`src/rtl/asrm_uart_tx_if.sv`:
```
// Bus-side port bundle for asrm_uart_tx: CPU address/write data/strobe in, read data back.
interface asrm_uart_tx_if #(
    parameter int unsigned wordsize = 16
);
    logic [wordsize-1:0] addr;
    logic [wordsize-1:0] data_in;
    logic                write_en;
    logic [wordsize-1:0] data_out;

    modport master (output addr, output data_in, output write_en, input data_out);
    modport slave  (input addr, input data_in, input write_en, output data_out);
endinterface

```
`src/rtl/asrm_uart_tx.sv`:
```
// Memory-mapped 8N1 UART transmitter for the asrm bus (data reg at base_addr, status at +1).
// Define ASRM_UART_TX_FIFO_EN for a fifo_depth-entry queue; otherwise a single holding register.
module asrm_uart_tx #(
    parameter int unsigned wordsize   = 16,
    parameter int unsigned base_addr  = 16'hFF00,
    parameter int unsigned clk_div    = 868,
    parameter int unsigned fifo_depth = 4
) (
    input  logic          clk,
    input  logic          reset,
    asrm_uart_tx_if.slave bus,
    output logic          tx,
    output logic          busy
);
    localparam int unsigned BAUD_W = $clog2(clk_div);
    localparam logic [BAUD_W-1:0]   BAUD_LOAD = BAUD_W'(clk_div - 1);
    localparam logic [wordsize-1:0] DATA_ADDR = wordsize'(base_addr);
    localparam logic [wordsize-1:0] STAT_ADDR = wordsize'(base_addr + 1);

    if (wordsize < 8) begin : g_bad_wordsize
        $error("asrm_uart_tx: wordsize must be >= 8");
    end
    if (clk_div < 2) begin : g_bad_clk_div
        $error("asrm_uart_tx: clk_div must be >= 2");
    end
    if (fifo_depth < 2 || (fifo_depth & (fifo_depth - 1)) != 0) begin : g_bad_depth
        $error("asrm_uart_tx: fifo_depth must be a power of two >= 2");
    end

    typedef enum logic [1:0] {IDLE, START, DATA, STOP} state_t;

    state_t            state_q, state_d;
    logic [BAUD_W-1:0] baud_q, baud_d;
    logic [2:0]        bit_q, bit_d;
    logic [7:0]        shift_q, shift_d;
    logic              tx_d;
    logic              pop_c;
    logic              wr_hit_c, stat_hit_c, push_c;
    logic              q_empty_c, q_full_c;
    logic [7:0]        q_head_c;
    logic              overflow_q;
    logic              unused_c;

    assign wr_hit_c   = bus.write_en && (bus.addr == DATA_ADDR);
    assign stat_hit_c = bus.write_en && (bus.addr == STAT_ADDR);
    // A write into a full queue still lands when a pop frees a slot on the same edge
    assign push_c     = wr_hit_c && (!q_full_c || pop_c);
    assign unused_c   = ^bus.data_in[wordsize-1:8];

`ifdef ASRM_UART_TX_FIFO_EN
    localparam int unsigned PTR_W = $clog2(fifo_depth);
    localparam int unsigned CNT_W = PTR_W + 1;

    logic [7:0]       mem_q [fifo_depth];
    logic [PTR_W-1:0] wr_ptr_q, rd_ptr_q;
    logic [CNT_W-1:0] count_q;

    assign q_empty_c = (count_q == '0);
    assign q_full_c  = (count_q == CNT_W'(fifo_depth));
    assign q_head_c  = mem_q[rd_ptr_q];

    // Circular pointers wrap naturally since the depth is a power of two
    always_ff @(posedge clk or posedge reset) begin
        if (reset) begin
            wr_ptr_q <= '0;
            rd_ptr_q <= '0;
            count_q  <= '0;
        end else begin
            if (push_c) wr_ptr_q <= wr_ptr_q + PTR_W'(1);
            if (pop_c)  rd_ptr_q <= rd_ptr_q + PTR_W'(1);
            case ({push_c, pop_c})
                2'b10:   count_q <= count_q + CNT_W'(1);
                2'b01:   count_q <= count_q - CNT_W'(1);
                default: count_q <= count_q;
            endcase
        end
    end

    always_ff @(posedge clk) begin
        if (push_c) mem_q[wr_ptr_q] <= bus.data_in[7:0];
    end
`else
    logic [7:0] hold_q;
    logic       valid_q;

    assign q_empty_c = !valid_q;
    assign q_full_c  = valid_q;
    assign q_head_c  = hold_q;

    always_ff @(posedge clk or posedge reset) begin
        if (reset) begin
            hold_q  <= '0;
            valid_q <= 1'b0;
        end else if (push_c) begin
            hold_q  <= bus.data_in[7:0];
            valid_q <= 1'b1;
        end else if (pop_c) begin
            valid_q <= 1'b0;
        end
    end
`endif

    // Sticky overflow: set by a dropped write, cleared by any write to the status address
    always_ff @(posedge clk or posedge reset) begin
        if (reset) begin
            overflow_q <= 1'b0;
        end else if (stat_hit_c) begin
            overflow_q <= 1'b0;
        end else if (wr_hit_c && q_full_c && !pop_c) begin
            overflow_q <= 1'b1;
        end
    end

    always_ff @(posedge clk or posedge reset) begin
        if (reset) begin
            state_q <= IDLE;
            baud_q  <= '0;
            bit_q   <= '0;
            shift_q <= '0;
            tx      <= 1'b1;
            busy    <= 1'b0;
        end else begin
            state_q <= state_d;
            baud_q  <= baud_d;
            bit_q   <= bit_d;
            shift_q <= shift_d;
            tx      <= tx_d;
            busy    <= (state_d != IDLE);
        end
    end

    // Next-state: tx is registered from the level the next state drives
    always_comb begin
        state_d = state_q;
        baud_d  = baud_q;
        bit_d   = bit_q;
        shift_d = shift_q;
        tx_d    = tx;
        pop_c   = 1'b0;
        case (state_q)
            IDLE: begin
                tx_d = 1'b1;
                if (!q_empty_c) begin
                    pop_c   = 1'b1;
                    shift_d = q_head_c;
                    baud_d  = BAUD_LOAD;
                    tx_d    = 1'b0;
                    state_d = START;
                end
            end
            START: begin
                if (baud_q == '0) begin
                    bit_d   = '0;
                    baud_d  = BAUD_LOAD;
                    tx_d    = shift_q[0];
                    state_d = DATA;
                end else begin
                    baud_d = baud_q - BAUD_W'(1);
                end
            end
            DATA: begin
                if (baud_q == '0) begin
                    baud_d = BAUD_LOAD;
                    if (bit_q == 3'd7) begin
                        tx_d    = 1'b1;
                        state_d = STOP;
                    end else begin
                        bit_d   = bit_q + 3'd1;
                        shift_d = shift_q >> 1;
                        tx_d    = shift_q[1];
                    end
                end else begin
                    baud_d = baud_q - BAUD_W'(1);
                end
            end
            STOP: begin
                if (baud_q == '0) begin
                    if (!q_empty_c) begin
                        pop_c   = 1'b1;
                        shift_d = q_head_c;
                        baud_d  = BAUD_LOAD;
                        tx_d    = 1'b0;
                        state_d = START;
                    end else begin
                        tx_d    = 1'b1;
                        state_d = IDLE;
                    end
                end else begin
                    baud_d = baud_q - BAUD_W'(1);
                end
            end
            default: begin
                tx_d    = 1'b1;
                state_d = IDLE;
            end
        endcase
    end

    // Read-back samples pre-edge status so a same-cycle write is not yet visible
    always_ff @(posedge clk or posedge reset) begin
        if (reset) begin
            bus.data_out <= '0;
        end else if (bus.addr == STAT_ADDR) begin
            bus.data_out <= {{(wordsize-4){1'b0}}, overflow_q, q_empty_c, q_full_c, busy};
        end else begin
            bus.data_out <= '0;
        end
    end
endmodule

```
`src/flat_wrapper.sv`:
```
// flat-port wrapper written by rule: the top's interface ports become plain ports
module asrm_uart_tx_flat 
#(
    parameter int unsigned wordsize   = 16,
    parameter int unsigned base_addr  = 16'hFF00,
    parameter int unsigned clk_div    = 868,
    parameter int unsigned fifo_depth = 4
)
  (clk, reset, tx, busy, bus_addr, bus_data_in, bus_write_en, bus_data_out);
  asrm_uart_tx_if #(.wordsize(wordsize)) bus_i ();
  input  logic clk;
  input  logic reset;
  output logic tx;
  output logic busy;
  input wire logic [$bits(bus_i.addr)-1:0] bus_addr;
  input wire logic [$bits(bus_i.data_in)-1:0] bus_data_in;
  input wire logic [$bits(bus_i.write_en)-1:0] bus_write_en;
  output wire logic [$bits(bus_i.data_out)-1:0] bus_data_out;
  assign bus_i.addr = bus_addr;
  assign bus_i.data_in = bus_data_in;
  assign bus_i.write_en = bus_write_en;
  assign bus_data_out = bus_i.data_out;
  asrm_uart_tx #(.wordsize(wordsize), .base_addr(base_addr), .clk_div(clk_div), .fifo_depth(fifo_depth)) u_core (.clk(clk), .reset(reset), .bus(bus_i), .tx(tx), .busy(busy));
endmodule
```
`config.mk`:
```
export PLATFORM = sky130hd
export DESIGN_NAME = asrm_uart_tx_flat
export DESIGN_NICKNAME = d
export VERILOG_FILES = /design/src/rtl/asrm_uart_tx_if.sv /design/src/rtl/asrm_uart_tx.sv /design/src/flat_wrapper.sv
export SDC_FILE = /design/constraint.sdc
export NUM_CORES = 1
export LEC_CHECK = 0
export CAP_MARGIN = 15
export CORE_AREA = 3 3 71 73
export DETAILED_ROUTE_END_ITERATION = 6
export DIE_AREA = 0 0 74 76
export GPL_TIMING_DRIVEN = 1
export PLACE_DENSITY_LB_ADDON = 0.25
export SYNTH_ARGS = -nofsm -noshare
export SYNTH_HDL_FRONTEND = slang
export SYNTH_SLANG_ARGS = --single-unit
```
`constraint.sdc`:
```
create_clock -name clk -period 3.3 [get_ports clk]
set_input_delay 0.99 -clock clk [delete_from_list [all_inputs] [get_ports clk]]
set_output_delay 0.99 -clock clk [all_outputs]
set_load 0.05 [all_outputs]
```
==> flow_metrics.py, run 1 <==
metrics = {
    "sta": {
        "hold-worst-slack_ns": 0.480,
        "finalCritPeriodShare": 0.841,
        "relSlewSlack": 0.327,
        "worstMarginPinSlew_ns": 1.00,
        "slew_violations": 0,
        "clock_skew_ns": 0.00809,
        "fin_crit_ns": 2.77,
        "rsz0062_at_grt": "false",
        "max_freq_mhz": 360,
        "finalSetupTns_ns": 0,
        "setup_viol": 0,
        "hold_viol_final": 0,
    },
    "logic_synthesis": {
        "syn_avg_cell_area_um2": 10.3,
        "synth_compound_area_frac": 0.172,
        "synthAdderAreaFrac": 0.0478,
        "syn_inst": 229,
        "synthMuxAreaShare": 0.114,
        "ys_seq_area_frac": 0.415,
        "synth-seq-cells": 39,
        "synthSimpleGateAreaFrac": 0.172,
        "ys_types": 57,
        "synthFlopType": "dfrtp_1",
        "netlist_area_um2": 2350,
        "yosys_warnings": 0,
        "synth_top_family_by_area": "simple AND/OR/NAND/NOR gates",
        "async_flop_share": 1.00,
        "synth-edff-count": 0,
        "synth-xor-area-share": 0,
    },
    "floorplanning": {
        "die_y_um": 76,
        "die_area_um2": 5620,
        "start_util": 0.533,
        "io_pins": 53,
        "die_w_um": 74,
        "num_rows": 24,
        "fp.coreArea_um2": 4410,
    },
    "route": {
        "dr_wl_met3_um": 243,
        "wl_met1_um": 2060,
        "drcViolationCount": 0,
        "drtAntennaViolNets": 0,
        "routed_wl_um": 4760,
        "num_vias": 1833,
        "post_drt_via_cell_ratio": 5.88,
        "wl_met2_um": 2390,
        "first_pass_iters": 4,
        "dr.max_layer_used": "met4",
        "wl_per_cell_um": 15.3,
        "dr.first_iter.drc_count": 236,
    },
    "run_status": {
        "status": "finished, final reports clean",
    },
    "grt": {
        "first_global_vias": 1730,
        "grt_use_total": 0.177,
        "grt_antenna_before_repair": 0,
        "grt_pass1_wl_um": 7930,
        "overflow": 0,
        "grt_max_degree": 40,
    },
    "place": {
        "hpwl_um": 3410,
        "gp_congestion": 0.836,
        "dpl.cell_count": 304,
        "io_buffers": 32,
    },
    "critical_path": {
        "crit_arrival_ns": 2.96,
        "cp_max_fo": 8,
        "reg2reg_from": "u_core.baud_q[0]$_DFF_PP0_",
        "start_kind": "primary input",
        "critPathCaptureType": "flip-flop",
        "cp.required_ns": 3.48,
        "ff2ff_setup_slack_ns": 0.77,
        "rr_worst_depth": 6,
        "crit_type": "in -> reg",
        "cp-endpoint": "u_core.hold_q[6]$_DFFE_PP0P_",
        "crit_start": "bus_addr[5]",
        "rr_endpoint": "u_core.shift_q[7]$_DFFE_PP0P_",
    },
    "cells_and_area": {
        "antennaDiodeCount": 0,
        "fin_cells": 312,
        "drive_gt1_frac": 0.165,
        "layout_commonest_cell": "dfrtp_1",
        "layout_common_cells": "dfrtp_1, clkdlybuf4s50_1, mux2_2, o21ai_0, conb_1",
        "area_growth_pct": 16.8,
        "fin_util": 0.623,
        "fin_nets": 303,
    },
    "cts": {
        "cts-resized-gates": 0,
        "root_buffer": "clkbuf_8",
        "htree_levels": 2,
        "clk_path_buf_depth": 2,
        "cts_made_buffers": 5,
        "clk_latency_ns": 0.30,
        "postCtsSetupRepairBufs": 0,
        "cts_hold_buf": 0,
        "clk_pin_slew_worst_paths_ns": 0.08,
        "cts_tree": "done",
        "clkSinkCount": 39,
    },
    "min_path": {
        "whs_path_depth": 1,
        "hp-class": "reg -> reg",
        "hp-start": "u_core.busy$_DFF_PP0_",
    },
    "run": {
        "max_cap_violations": 0,
    },
    "power_and_ir_drop": {
        "ir_drop_mv": 0.223,
        "powerDensity_nw_per_um2": 321,
        "p_leak_nw": 1.25,
    },
}
-- power breakdown --
part / switching, mW / internal, mW / leakage (nW)
clock network: 0.182 / 0.151 / 0.0443
registers: 0.0000469 / 0.478 / 0.500
logic: 0.0444 / 0.0286 / 0.701
total: 0.227 / 0.657 / 1.25
-- synthesized netlist by cell type, types with 2 or more instances --
master / number / area (um2)
o21a_1: 3 / 22.5
a211oi_1: 2 / 15.0
o21ai_0: 12 / 60.1
nor2_1: 11 / 41.3
nand4_1: 7 / 43.8
and2_1: 3 / 18.8
a31oi_1: 4 / 25.0
nor2b_1: 2 / 12.5
a21boi_0: 2 / 15.0
o21bai_1: 2 / 15.0
or2_2: 4 / 25.0
nand2b_1: 3 / 18.8
nand3_1: 3 / 15.0
nor4_1: 3 / 18.8
buf_4: 13 / 97.6
o32a_1: 2 / 20.0
or4_1: 2 / 15.0
dfrtp_1: 38 / 951
o211ai_1: 2 / 15.0
a21oi_1: 9 / 45.0
o31a_1: 2 / 17.5
nor3_1: 7 / 35.0
buf_1: 3 / 11.3
inv_1: 11 / 41.3
clkbuf_1: 4 / 15.0
ha_1: 9 / 113
nand2_1: 9 / 33.8
or3_1: 2 / 12.5
a211o_1: 2 / 17.5
o22ai_1: 2 / 12.5
mux2_2: 23 / 259
a22o_1: 3 / 26.3
-- flip-flops by register name (all words and copies together), names as in the netlist --
name	count
u_core.overflow_q	1
u_core.shift_q	8
u_core.baud_q	10
u_core.tx	1
u_core.state_q	2
u_core.busy	1
u_core.q_full_c	1
u_core.bus.data_out	4
u_core.bit_q	3
u_core.hold_q	8
-- cell families after synthesis --
| family | count (synthesis) |
|---|---|
| buffers and inverters | 33 |
| AO/OA/AOI/OAI | 57 |
| adder cells (fa/ha/maj) | 9 |
| other | 1 |
| multiplexers | 24 |
| flip-flops | 39 |
| AND/OR/NAND/NOR | 66 |
-- critical path: stages --
cell and delay [ns]:
clkdlybuf4s50_1 0.39, or4b_2 0.70, nor3_1 0.34, o211ai_4 0.22
mux2_2 0.31
-- layout make-up --
type                    instances  area [um2]
fillers                       388        1670
multi-input cells             168        1240
flip-flops and latches         39         977
repair buffers                 34         335
clock buffers                   5        68.8
well taps                      52        65.1
inverters                      11        41.3
clock inverters                 3        25.0
-- layer usage --
metal / track usage / vias to the layer above
li1: - / 880
met3: 0.0330 / 7
met1: 0.230 / 892
met2: 0.285 / 54
met4: 0.0725 / 0
met5: 0 / -
-- metrics by stage --
step / total power, mW / instance area [um2] / setup slack, ns
2_1_floorplan: 0.537 / 2390 / 0.719
3_3_place_gp: 0.560 / 2660 / 0.240
3_5_place_dp: 0.561 / 2660 / 0.222
4_1_cts: 0.896 / 2750 / 0.528
5_1_grt: 0.919 / 2750 / 0.466
6_report: 0.884 / 2750 / 0.526
-- how the worst min path moves through the flow --
stage	end	slack [ns]
after global routing	u_core.tx$_DFFE_PP1P_	0.51
after floorplan	u_core.hold_q[7]$_DFFE_PP0P_	0.47
after global placement	u_core.bus.data_out[0]$_DFF_PP0_	0.47
after CTS	u_core.bus.data_out[0]$_DFF_PP0_	0.49
final	u_core.bus.data_out[0]$_DFF_PP0_	0.48
after detailed placement	u_core.bus.data_out[0]$_DFF_PP0_	0.47
Note: power is estimated with default switching activity, not from simulation.
==> run 2: changes to the inputs <==
- CORE_AREA: 3 3 71 73 -> 3 3 76 78
- DIE_AREA: 0 0 74 76 -> 0 0 79 81
- clock period: 3.3 -> 2.35 ns (I/O delays scaled with it)
==> flow_metrics.py, run 2 (same netlist as run 1, synthesis figures left out) <==
metrics = {
    "cts": {
        "cts_tree": "done",
        "htree_levels": 2,
        "clk_path_buf_depth": 2,
        "clk_latency_ns": 0.29,
        "cts_hold_buf": 0,
        "clk_pin_slew_worst_paths_ns": 0.08,
        "cts_made_buffers": 5,
        "clkSinkCount": 39,
        "root_buffer": "clkbuf_8",
    },
    "grt": {
        "overflow": 0,
        "first_global_vias": 1840,
        "grt_max_degree": 40,
        "use_met2": 0.290,
        "gr-usage-met1": 0.216,
        "grt_antenna_before_repair": 0,
        "grt_use_total": 0.171,
        "grt_pass1_wl_um": 8610,
        "use_met3": 0.0399,
        "top_usage_layer": "met2",
    },
    "power_and_ir_drop": {
        "power.share.sequential": 0.495,
        "ir_drop_mv": 0.289,
        "powerDensity_nw_per_um2": 461,
        "pwr-share-clk": 0.429,
        "power_frac_comb": 0.077,
        "power_mw": 1.36,
        "p_leak_nw": 1.35,
        "switching_share": 0.218,
        "switchingPower_uw": 295,
        "intPower_mw": 1.06,
    },
    "cells_and_area": {
        "layout_common_cells": "dfrtp_1, clkdlybuf4s50_1, mux2_2, buf_4",
        "postLayoutCellArea_um2": 2940,
        "top_register": "u_core.baud_q",
        "fillers": 457,
        "area_growth_pct": 24.8,
        "antennaDiodeCount": 0,
        "drive_gt1_frac": 0.225,
        "layout_commonest_cell": "dfrtp_1",
        "reg.largest.list": "u_core.baud_q: 10 flops, u_core.hold_q: 8 flops, u_core.shift_q: 8 flops",
        "largest_reg_flops": 10,
        "fin_nets": 318,
    },
    "route": {
        "routed_wl_um": 4980,
        "drcViolationCount": 0,
        "wl_per_cell_um": 14.4,
        "drtAntennaViolNets": 0,
        "dr.first_iter.drc_count": 169,
        "num_vias": 1884,
        "first_pass_iters": 4,
        "post_drt_via_cell_ratio": 5.46,
    },
    "run_status": {
        "status": "finished, final reports clean",
    },
    "critical_path": {
        "rr_worst_depth": 7,
        "rr_endpoint": "u_core.shift_q[4]$_DFFE_PP0P_",
        "crit_type": "in -> reg",
        "cp.required_ns": 2.53,
        "cp_max_fo": 8,
        "reg2reg_from": "u_core.baud_q[0]$_DFF_PP0_",
        "critPathCaptureType": "flip-flop",
        "crit_start": "bus_addr[1]",
        "ff2ff_setup_slack_ns": 0.19,
        "cp-endpoint": "u_core.hold_q[3]$_DFFE_PP0P_",
        "start_kind": "primary input",
        "crit_arrival_ns": 2.46,
    },
    "place": {
        "hpwl_um": 3740,
        "io_buffers": 32,
        "gp_congestion": 0.799,
        "place_area_um2": 2800,
        "place_ws_ns": -0.396,
    },
    "sta": {
        "finalSetupTns_ns": 0,
        "relSlewSlack": 0.578,
        "max_freq_mhz": 439,
        "fin_crit_ns": 2.28,
        "worstMarginPinSlew_ns": 0.624,
        "clock_skew_ns": 0.00721,
        "setup_viol": 0,
        "rsz0062_at_grt": "false",
        "finalCritPeriodShare": 0.969,
        "slew_violations": 0,
        "worst_slack_ns": 0.0738,
        "hold_viol_final": 0,
    },
    "floorplanning": {
        "num_rows": 26,
        "die_area_um2": 6400,
        "start_util": 0.458,
        "die_w_um": 79,
        "die_y_um": 81,
        "fp.coreArea_um2": 5140,
        "io_pins": 53,
    },
    "run": {
        "max_cap_violations": 0,
    },
    "min_path": {
        "hp-class": "reg -> reg",
    },
}
[run 2: metrics by stage]
stage | std cells | utilization | hold WS (ns)
final | 345 | 0.572 | 0.490
after global routing | 345 | 0.572 | 0.528
after detailed placement | 337 | 0.545 | 0.479
after floorplan | 240 | - | 0.471
after CTS | 345 | 0.570 | 0.496
after global placement | 337 | 0.545 | 0.478
[run 2: how the worst min path moves through the flow]
stage,start,cells after the start,slack (ns),end
CTS,u_core.busy$_DFF_PP0_,1,0.50,u_core.bus.data_out[0]$_DFF_PP0_
finish,u_core.busy$_DFF_PP0_,1,0.49,u_core.bus.data_out[0]$_DFF_PP0_
floorplan,u_core.hold_q[7]$_DFFE_PP0P_,1,0.47,u_core.hold_q[7]$_DFFE_PP0P_
detailed placement,u_core.busy$_DFF_PP0_,1,0.48,u_core.bus.data_out[0]$_DFF_PP0_
global placement,u_core.busy$_DFF_PP0_,1,0.48,u_core.bus.data_out[0]$_DFF_PP0_
global route,u_core.shift_q[6]$_DFFE_PP0P_,1,0.53,u_core.shift_q[6]$_DFFE_PP0P_
[run 2: metal layers]
layer / part of all wire / wire (um)
met1: 0.42 / 2110
met5: 0 / 0
met4: 0.0072 / 36
met2: 0.52 / 2570
met3: 0.052 / 257
[run 2: timing repair]
action                     in CTS  in global routing
setup endpoints to repair       8                 16
setup buffers                   0                  0
cloned                          0                  0
resized for setup               2                  2
[run 2: power groups by stage]
stage / Sequential (mW) / Clock, mW / Combinational (mW)
6_report: 0.671 / 0.581 / 0.104
5_1_grt: 0.671 / 0.644 / 0.112
4_1_cts: 0.671 / 0.603 / 0.104
3_5_place_dp: 0.684 / 0 / 0.103
3_3_place_gp: 0.684 / 0 / 0.102
2_1_floorplan: 0.684 / 0 / 0.0707
[run 2: cell type report]
type                       instances  area, um2  area share
clock inverter                     2       38.8      0.0132
clock buffer                       6       82.6      0.0281
tap                               70       87.6      0.0298
timing repair buffer              49        458       0.156
multi-input combinational        168       1250       0.426
inverter                          11       41.3      0.0141
sequential                        39        977       0.333
[run 2: worst max-delay path: stages]
cell	delay (ns)
clkdlybuf4s50_1	0.40
or4_4	0.55
nor3_2	0.20
buf_4	0.15
o211ai_4	0.14
mux2_2	0.31
==> run 3: changes to the inputs <==
- SETUP_SLACK_MARGIN: default -> 0.15
==> flow_metrics.py, run 3 (same netlist as run 1, synthesis figures left out) <==
metrics = {
    "grt": {
        "first_global_vias": 1799,
        "grt_pass1_wl_um": 7980,
        "grt_use_total": 0.155,
        "overflow": 0,
        "grt_max_degree": 40,
        "grt_antenna_before_repair": 0,
    },
    "floorplanning": {
        "die_w_um": 79,
        "die_area_um2": 6400,
        "num_rows": 26,
        "fp.coreArea_um2": 5140,
        "die_y_um": 81,
        "io_pins": 53,
        "start_util": 0.458,
    },
    "sta": {
        "hold_viol_final": 0,
        "clock_skew_ns": 0.0106,
        "fin_crit_ns": 2.16,
        "finalSetupTns_ns": 0,
        "worstMarginPinSlew_ns": 0.668,
        "hold-worst-slack_ns": 0.503,
        "max_freq_mhz": 463,
        "relSlewSlack": 0.548,
        "slew_violations": 0,
        "setup_viol": 0,
        "finalCritPeriodShare": 0.919,
        "rsz0062_at_grt": "false",
    },
    "route": {
        "first_pass_iters": 4,
        "num_vias": 1869,
        "routed_wl_um": 4910,
        "dr.first_iter.drc_count": 159,
        "drcViolationCount": 0,
        "wl_per_cell_um": 14.2,
        "drtAntennaViolNets": 0,
        "post_drt_via_cell_ratio": 5.40,
    },
    "critical_path": {
        "cp_max_fo": 2,
        "critPathSlowestCell": "clkdlybuf4s50_1",
        "start_kind": "flip-flop",
        "crit_type": "reg -> out",
        "crit_family": "buffers and inverters",
        "critPathBufInv": 1,
        "crit_arrival_ns": 1.46,
        "cp.required_ns": 1.64,
        "critPathCaptureType": "primary output",
        "max_stage_delay_ns": 0.81,
        "path_cells": "clkdlybuf4s50_1",
    },
    "cts": {
        "cts_hold_buf": 0,
        "clk_path_buf_depth": 2,
        "clkSinkCount": 39,
        "clk_latency_ns": 0.29,
        "htree_levels": 2,
        "clk_pin_slew_worst_paths_ns": 0.08,
        "cts_made_buffers": 5,
        "cts_tree": "done",
        "root_buffer": "clkbuf_8",
    },
    "cells_and_area": {
        "fin_nets": 319,
        "layout_common_cells": "dfrtp_1, clkdlybuf4s50_1, mux2_2, buf_4",
        "top_register": "u_core.baud_q",
        "reg.largest.list": "u_core.baud_q: 10 flops, u_core.hold_q: 8 flops, u_core.shift_q: 8 flops",
        "area_growth_pct": 25.6,
        "largest_reg_flops": 10,
        "drive_gt1_frac": 0.239,
        "antennaDiodeCount": 0,
        "layout_commonest_cell": "dfrtp_1",
    },
    "run_status": {
        "status": "finished, final reports clean",
    },
    "place": {
        "io_buffers": 32,
        "hpwl_um": 3600,
        "gp_congestion": 0.811,
    },
    "power_and_ir_drop": {
        "p_leak_nw": 1.39,
        "ir_drop_mv": 0.342,
        "powerDensity_nw_per_um2": 424,
    },
    "run": {
        "max_cap_violations": 0,
    },
    "min_path": {
        "hp-class": "reg -> reg",
    },
}
[run 3: cell count changes in the layout (fill, tap and decap cells not counted), moves of 2 or more]
cell             previous run  this run
dlygate4sd2_1               0         3
dlymetal6s2s_1              0         3
clkdlybuf4s50_1            31        25
mux2_2                     23        21
mux2_4                      0         2
[run 3: report_power, final]
| part | internal (mW) | switching, mW | total [mW] | leakage, nW |
|---|---|---|---|---|
| Clock | 0.240 | 0.242 | 0.482 | 0.0474 |
| Combinational | 0.0385 | 0.0642 | 0.103 | 0.846 |
| Sequential | 0.671 | 0.0000675 | 0.671 | 0.500 |
| Total | 0.949 | 0.306 | 1.26 | 1.39 |
[run 3: what timing repair did]
item                                    in CTS  in global routing
pin swaps                                    2                  4
endpoints found under the setup margin      22                  9
buffers inserted                             0                  1
resized for setup                            9                  5
[run 3: layout make-up]
cell class,count,area (um2)
fill,466,2180
multi-input combinational,168,1280
sequential,39,977
timing repair buffer,50,469
tap,70,87.6
clock buffer,6,82.6
inverter,11,41.3
clock inverter,2,16.3
[run 3: final timing paths]
path	from	end	slack [ns]	cells past startpoint
max in group asynchronous	reset	u_core.tx$_DFFE_PP1P_	1.17	3
hold reg to reg	u_core.tx$_DFFE_PP1P_	u_core.tx$_DFFE_PP1P_	0.50	2
hold / removal	u_core.tx$_DFFE_PP1P_	u_core.tx$_DFFE_PP1P_	0.50	2
setup / recovery	u_core.busy$_DFF_PP0_	busy	0.19	1
min in group asynchronous	reset	u_core.shift_q[5]$_DFFE_PP0P_	0.83	3
setup reg to reg	u_core.baud_q[0]$_DFF_PP0_	u_core.shift_q[7]$_DFFE_PP0P_	0.24	7
[run 3: per-stage QoR]
step	cells	power [mW]	setup WS, ns	area, um2	utilization
floorplan	240	0.755	0.194	2410	-
global placement	337	0.787	-0.340	2810	0.547
detailed placement	337	0.788	-0.392	2810	0.547
CTS	345	1.28	0.153	2930	0.570
global route	346	1.30	0.147	2960	0.575
finish	346	1.26	0.189	2960	0.575
[run 3: routing by layer]
| metal | GRT usage | share of wire | vias up |
|---|---|---|---|
| met5 | 0 | 0 | - |
| met4 | 0.0395 | 0.0069 | 0 |
| met2 | 0.269 | 0.49 | 51 |
| met1 | 0.198 | 0.45 | 890 |
| li1 | - | - | 922 |
| met3 | 0.0344 | 0.048 | 6 |
==> edit 1: new RTL, flow settings as in run 3 <==
Add a define of `ASRM_UART_TX_FIFO_EN`.
--- a/src/rtl/asrm_uart_tx.sv
+++ b/src/rtl/asrm_uart_tx.sv
@@ -1,4 +1,6 @@
 // Memory-mapped 8N1 UART transmitter for the asrm bus (data reg at base_addr, status at +1).
 // Define ASRM_UART_TX_FIFO_EN for a fifo_depth-entry queue; otherwise a single holding register.
+`define ASRM_UART_TX_FIFO_EN
+
 module asrm_uart_tx #(
     parameter int unsigned wordsize   = 16,
Function: changed (Yosys sat finds a counterexample within 4 cycles, from zero or initial values and one cycle with reset high).
==> edit 1 against run 3 <==
  * The flow now finishes with violations (negative setup slack)
  * Cell area grew 43%
  * Combinational power grew to 18 times the old value
  * Power grew to 3.6 times the old value
  * Synthesized area grew 46%
  * Sequential share of layout area grew 12 points
  * Sequential cell count grew 30
  * Worst setup slack lost 0.34 ns
  * Wire length grew 57%
  * Critical endpoint is now u_core.count_q[2]
==> edit 1: results (changes against run 3) <==
- Outcome: finished with violations
* Violated checks: negative setup slack
- The largest net degree at the start of global routing came to 38 (-5.0%).
* Final Worst Setup Slack: -0.1549 ns (-0.3444 ns)
* Launching element of the worst setup path: bus_addr[5]
* Cell depth of the worst flop-to-flop path: 10 (+3)
- Number of library cell types mapped by synthesis: 53 (-7.0%)
- Largest stage delay on the critical path: 0.55 ns (-0.26 ns)
- Worst hold slack: 0.5025 ns (-0.0006610 ns)
* Leading post-synthesis cells by cell area: sky130_fd_sc_hd__edfxtp_1 (28%), sky130_fd_sc_hd__dfrtp_1 (26%), sky130_fd_sc_hd__mux4_2 (5.2%), sky130_fd_sc_hd__ha_1 (4.4%), sky130_fd_sc_hd__a21oi_1 (2.9%)
- Power drawn by the combinational cells: 1.90 mW (+1700%)
- The worst IR drop on VDD was 0.0006673 V (+95%).
* Setup Viol. Count Final: 36 (+36)
- Non-Clock Buffer Count: 62 (+24%)
* Layout cells sized above 1: 0.2644 (+0.02524)
* Global-route track usage on met3: 0.04878 (+0.01441)
* Reg-to-reg slack, setup: -0.02 ns (-0.26 ns)
- The largest clock skew in the final design came to 0.007004 ns (-0.003620 ns).
- The share of synthesized registers carrying an async set or reset came to 0.5362 (-0.4638).
- Final routed wire length divided by cell count: 18.41 microns (+30%)
- DR vias: 2530 (+35%)
* Start point of the worst hold path: u_core.busy
- The global placer's final weighted congestion was 0.8476 (+4.6%).
- Count of inverters other than clock inverters in the layout: 12 (+1)
- In the synthesized netlist, the cells that appear most often are sky130_fd_sc_hd__dfrtp_1 (36), sky130_fd_sc_hd__edfxtp_1 (32), sky130_fd_sc_hd__nor2_1 (21).
- The actual transition at the worst max-transition pin came to 0.5626 ns (-0.1055 ns).
- Post-DP Area: 3959 sq um (+41%)
* Fraction of power spent switching nets: 0.3862 (+0.1421)
- The multiplexer share of the synthesized area was 0.08895 (-0.02535).
* Post-DP HPWL: 4.882 mm (+36%)
* Net switching power: 1.744 mW (+470%)
- Worst-path maximum fanout: 3 (+1)
- First-pass GRT wire length: 12.05 mm (+51%)
* Synth Area in Compound Gates: 0.1280 (-0.04376)
* Sum of negative setup slack: -4.936 ns (-4.936 ns)
-- edit 1: cell types whose count changed after synthesis, moves of 4 or more --
| cell | run 3 | this run |
|---|---|---|
| sky130_fd_sc_hd__a21oi_1 | 9 | 20 |
| sky130_fd_sc_hd__xnor2_1 | 0 | 5 |
| sky130_fd_sc_hd__mux2_2 | 23 | 3 |
| sky130_fd_sc_hd__clkbuf_1 | 4 | 9 |
| sky130_fd_sc_hd__mux4_2 | 0 | 8 |
| sky130_fd_sc_hd__and2_1 | 3 | 7 |
| sky130_fd_sc_hd__mux2i_1 | 1 | 8 |
| sky130_fd_sc_hd__edfxtp_1 | 0 | 32 |
| sky130_fd_sc_hd__nor2_1 | 11 | 21 |
-- edit 1: timing repair --
item | in CTS | in global routing
pin swaps | 7 | 6
gates resized for setup | 33 | 16
setup endpoints to repair | 48 | 49
hold buffers | 0 | 0
setup buffers | 2 | 1
==> edit 2: new RTL, config.mk and constraints of run 3 <==
Made on the original files. Take the reset off `shift_q` and load it in a clocked block of its own.
--- a/src/rtl/asrm_uart_tx.sv
+++ b/src/rtl/asrm_uart_tx.sv
@@ -117,5 +117,4 @@
             baud_q  <= '0;
             bit_q   <= '0;
-            shift_q <= '0;
             tx      <= 1'b1;
             busy    <= 1'b0;
@@ -124,8 +123,11 @@
             baud_q  <= baud_d;
             bit_q   <= bit_d;
-            shift_q <= shift_d;
             tx      <= tx_d;
             busy    <= (state_d != IDLE);
         end
+    end
+
+    always_ff @(posedge clk) begin
+        shift_q <= shift_d;
     end
 
Formal check against the unedited RTL: no difference found for any inputs over 10 cycles, from zero or initial values and one cycle with reset high; that may be too few to reach the edited logic, so the function may still have changed.
==> edit 2 against run 3 <==
  * Synthesized cell count shrank 5.7%
  * Non-clock buffer count shrank 5
  * Worst setup slack lost 0.0073 ns
  * Power grew 8.3%
  * Wire length shrank 6.5%
  * Die area is the same
  * Global-route usage shrank 0.98 points
  * Cell area shrank 3.3%
  * Synthesized area shrank 2.1%
  * Sequential power grew 2%
  * Sequential cell count is the same
  * Largest cell class unchanged
  * Highest routed layer unchanged
==> edit 2: results (changes against run 3) <==
* Outcome: finished clean
- Worst-path maximum fanout: 8 (+6)
- Final weighted congestion of routability-driven global placement: 0.8171 (+0.79%)
- The final design instance area without fill came to 2859 sq um (-3.3%).
* Pin slew with the least headroom to its limit: 0.6259 ns (-0.04219 ns)
- Clock skew: 0.01056 ns (-0.00006740 ns)
- The detailed-route wire length on metal 1 was 2.111 mm (-4.7%).
- Reg-to-reg slack, setup: 0.27 ns (+0.03 ns)
- Most common library cells after synthesis: sky130_fd_sc_hd__dfrtp_1 (30), sky130_fd_sc_hd__o21ai_0 (15), sky130_fd_sc_hd__inv_1 (13)
- Total global-route track usage: 0.1456 (-0.009817)
- The met2 usage is 0.2239 (-0.04461).
* Global-route track usage on met3: 0.03104 (-0.003326)
- The routing usage on met1 came to 0.1969 (-0.001113).
- Origin of the critical flop-to-flop path: u_core.state_q[0]
- The static power due to leakage is 1.269 nW (-9.0%).
- The fraction of layout instances using a drive strength above 1 is 0.2054 (-0.03370).
* Drt first-iter violations: 92 (-42%)
- By area the synthesized netlist is led by sky130_fd_sc_hd__dfrtp_1 (33%), sky130_fd_sc_hd__edfxtp_1 (10%), sky130_fd_sc_hd__ha_1 (4.9%), sky130_fd_sc_hd__a22o_1 (4.2%), sky130_fd_sc_hd__buf_4 (3.9%).
* Total length of routed met2 wires: 2.179 mm (-10%)
- Post-DP HPWL: 3.305 mm (-8.2%)
- First-pass GRT wire length: 7.279 mm (-8.8%)
* Post-DP Area: 2721 sq um (-3.2%)
* DR WL met3: 216 microns (-9.2%)
* Largest net degree at the start of global routing: 32 (-20%)
- The share of synthesized registers carrying an async set or reset was 0.7949 (-0.2051).
- DR vias: 1765 (-5.6%)
- The logic depth of the worst register-to-register path came to 6 (-1).
- The number of distinct library cells after synthesis is 61 (+7.0%).
- Largest stage delay on the critical path: 0.52 ns (-0.29 ns)
-- edit 2: cell count changes after synthesis, sizes merged, moves of 4 or more --
cell / change
dfrtp: -8
a22o: +8
mux2: -15
nor2: -4
a31oi: -4
edfxtp: +8
o21ai: +4
-- edit 2: final cells by class --
class / count / share of cell area
clock buffers: 5 / 0.02407
clock inverters: 3 / 0.01619
inverters: 13 / 0.01707
multi-input cells: 153 / 0.4101
flip-flops and latches: 39 / 0.3558
well taps: 70 / 0.03063
repair buffers: 45 / 0.1462
-- edit 2: repair_timing --
action / CTS / global route
setup endpoints to repair: 13 / 22
pin swaps: 2 / 3
resized for setup: 5 / 4
-- edit 2: power by group --
group          total (mW)  leakage (nW)  switching (mW)  internal, mW
Combinational       0.101         0.738          0.0617        0.0393
Sequential          0.687         0.475       0.0000363         0.687
Clock               0.570        0.0548           0.251         0.320
-- edit 2: metrics by stage --
step	setup slack, ns	TNS [ns]	instances
finish	0.1822	0	328
global route	0.1366	0	328
CTS	0.1562	0	328
detailed placement	-0.3148	-3.725	320
global placement	-0.2879	-3.520	320
floorplan	0.1605	0	227
-- edit 2: cell families after synthesis --
family	after synthesis	share of synthesized area
compound gates	69	0.2265
simple gates	53	0.1516
flops	39	0.4416
buf+inv	35	0.08039
mux	10	0.04943
fa+ha+maj	9	0.04889
other cells	1	0.001628
-- edit 2: how the worst min path moves through the flow --
stage | start | end | slack [ns] | cells after the start
after floorplan | u_core.overflow_q | u_core.bus.data_out[3] | 0.48 | 1
after global placement | u_core.busy | u_core.bus.data_out[0] | 0.47 | 1
after detailed placement | u_core.tx | u_core.tx | 0.48 | 2
after CTS | u_core.q_full_c | u_core.bus.data_out[2] | 0.50 | 1
after global routing | u_core.busy | u_core.bus.data_out[0] | 0.52 | 1
final | u_core.busy | u_core.bus.data_out[0] | 0.49 | 1
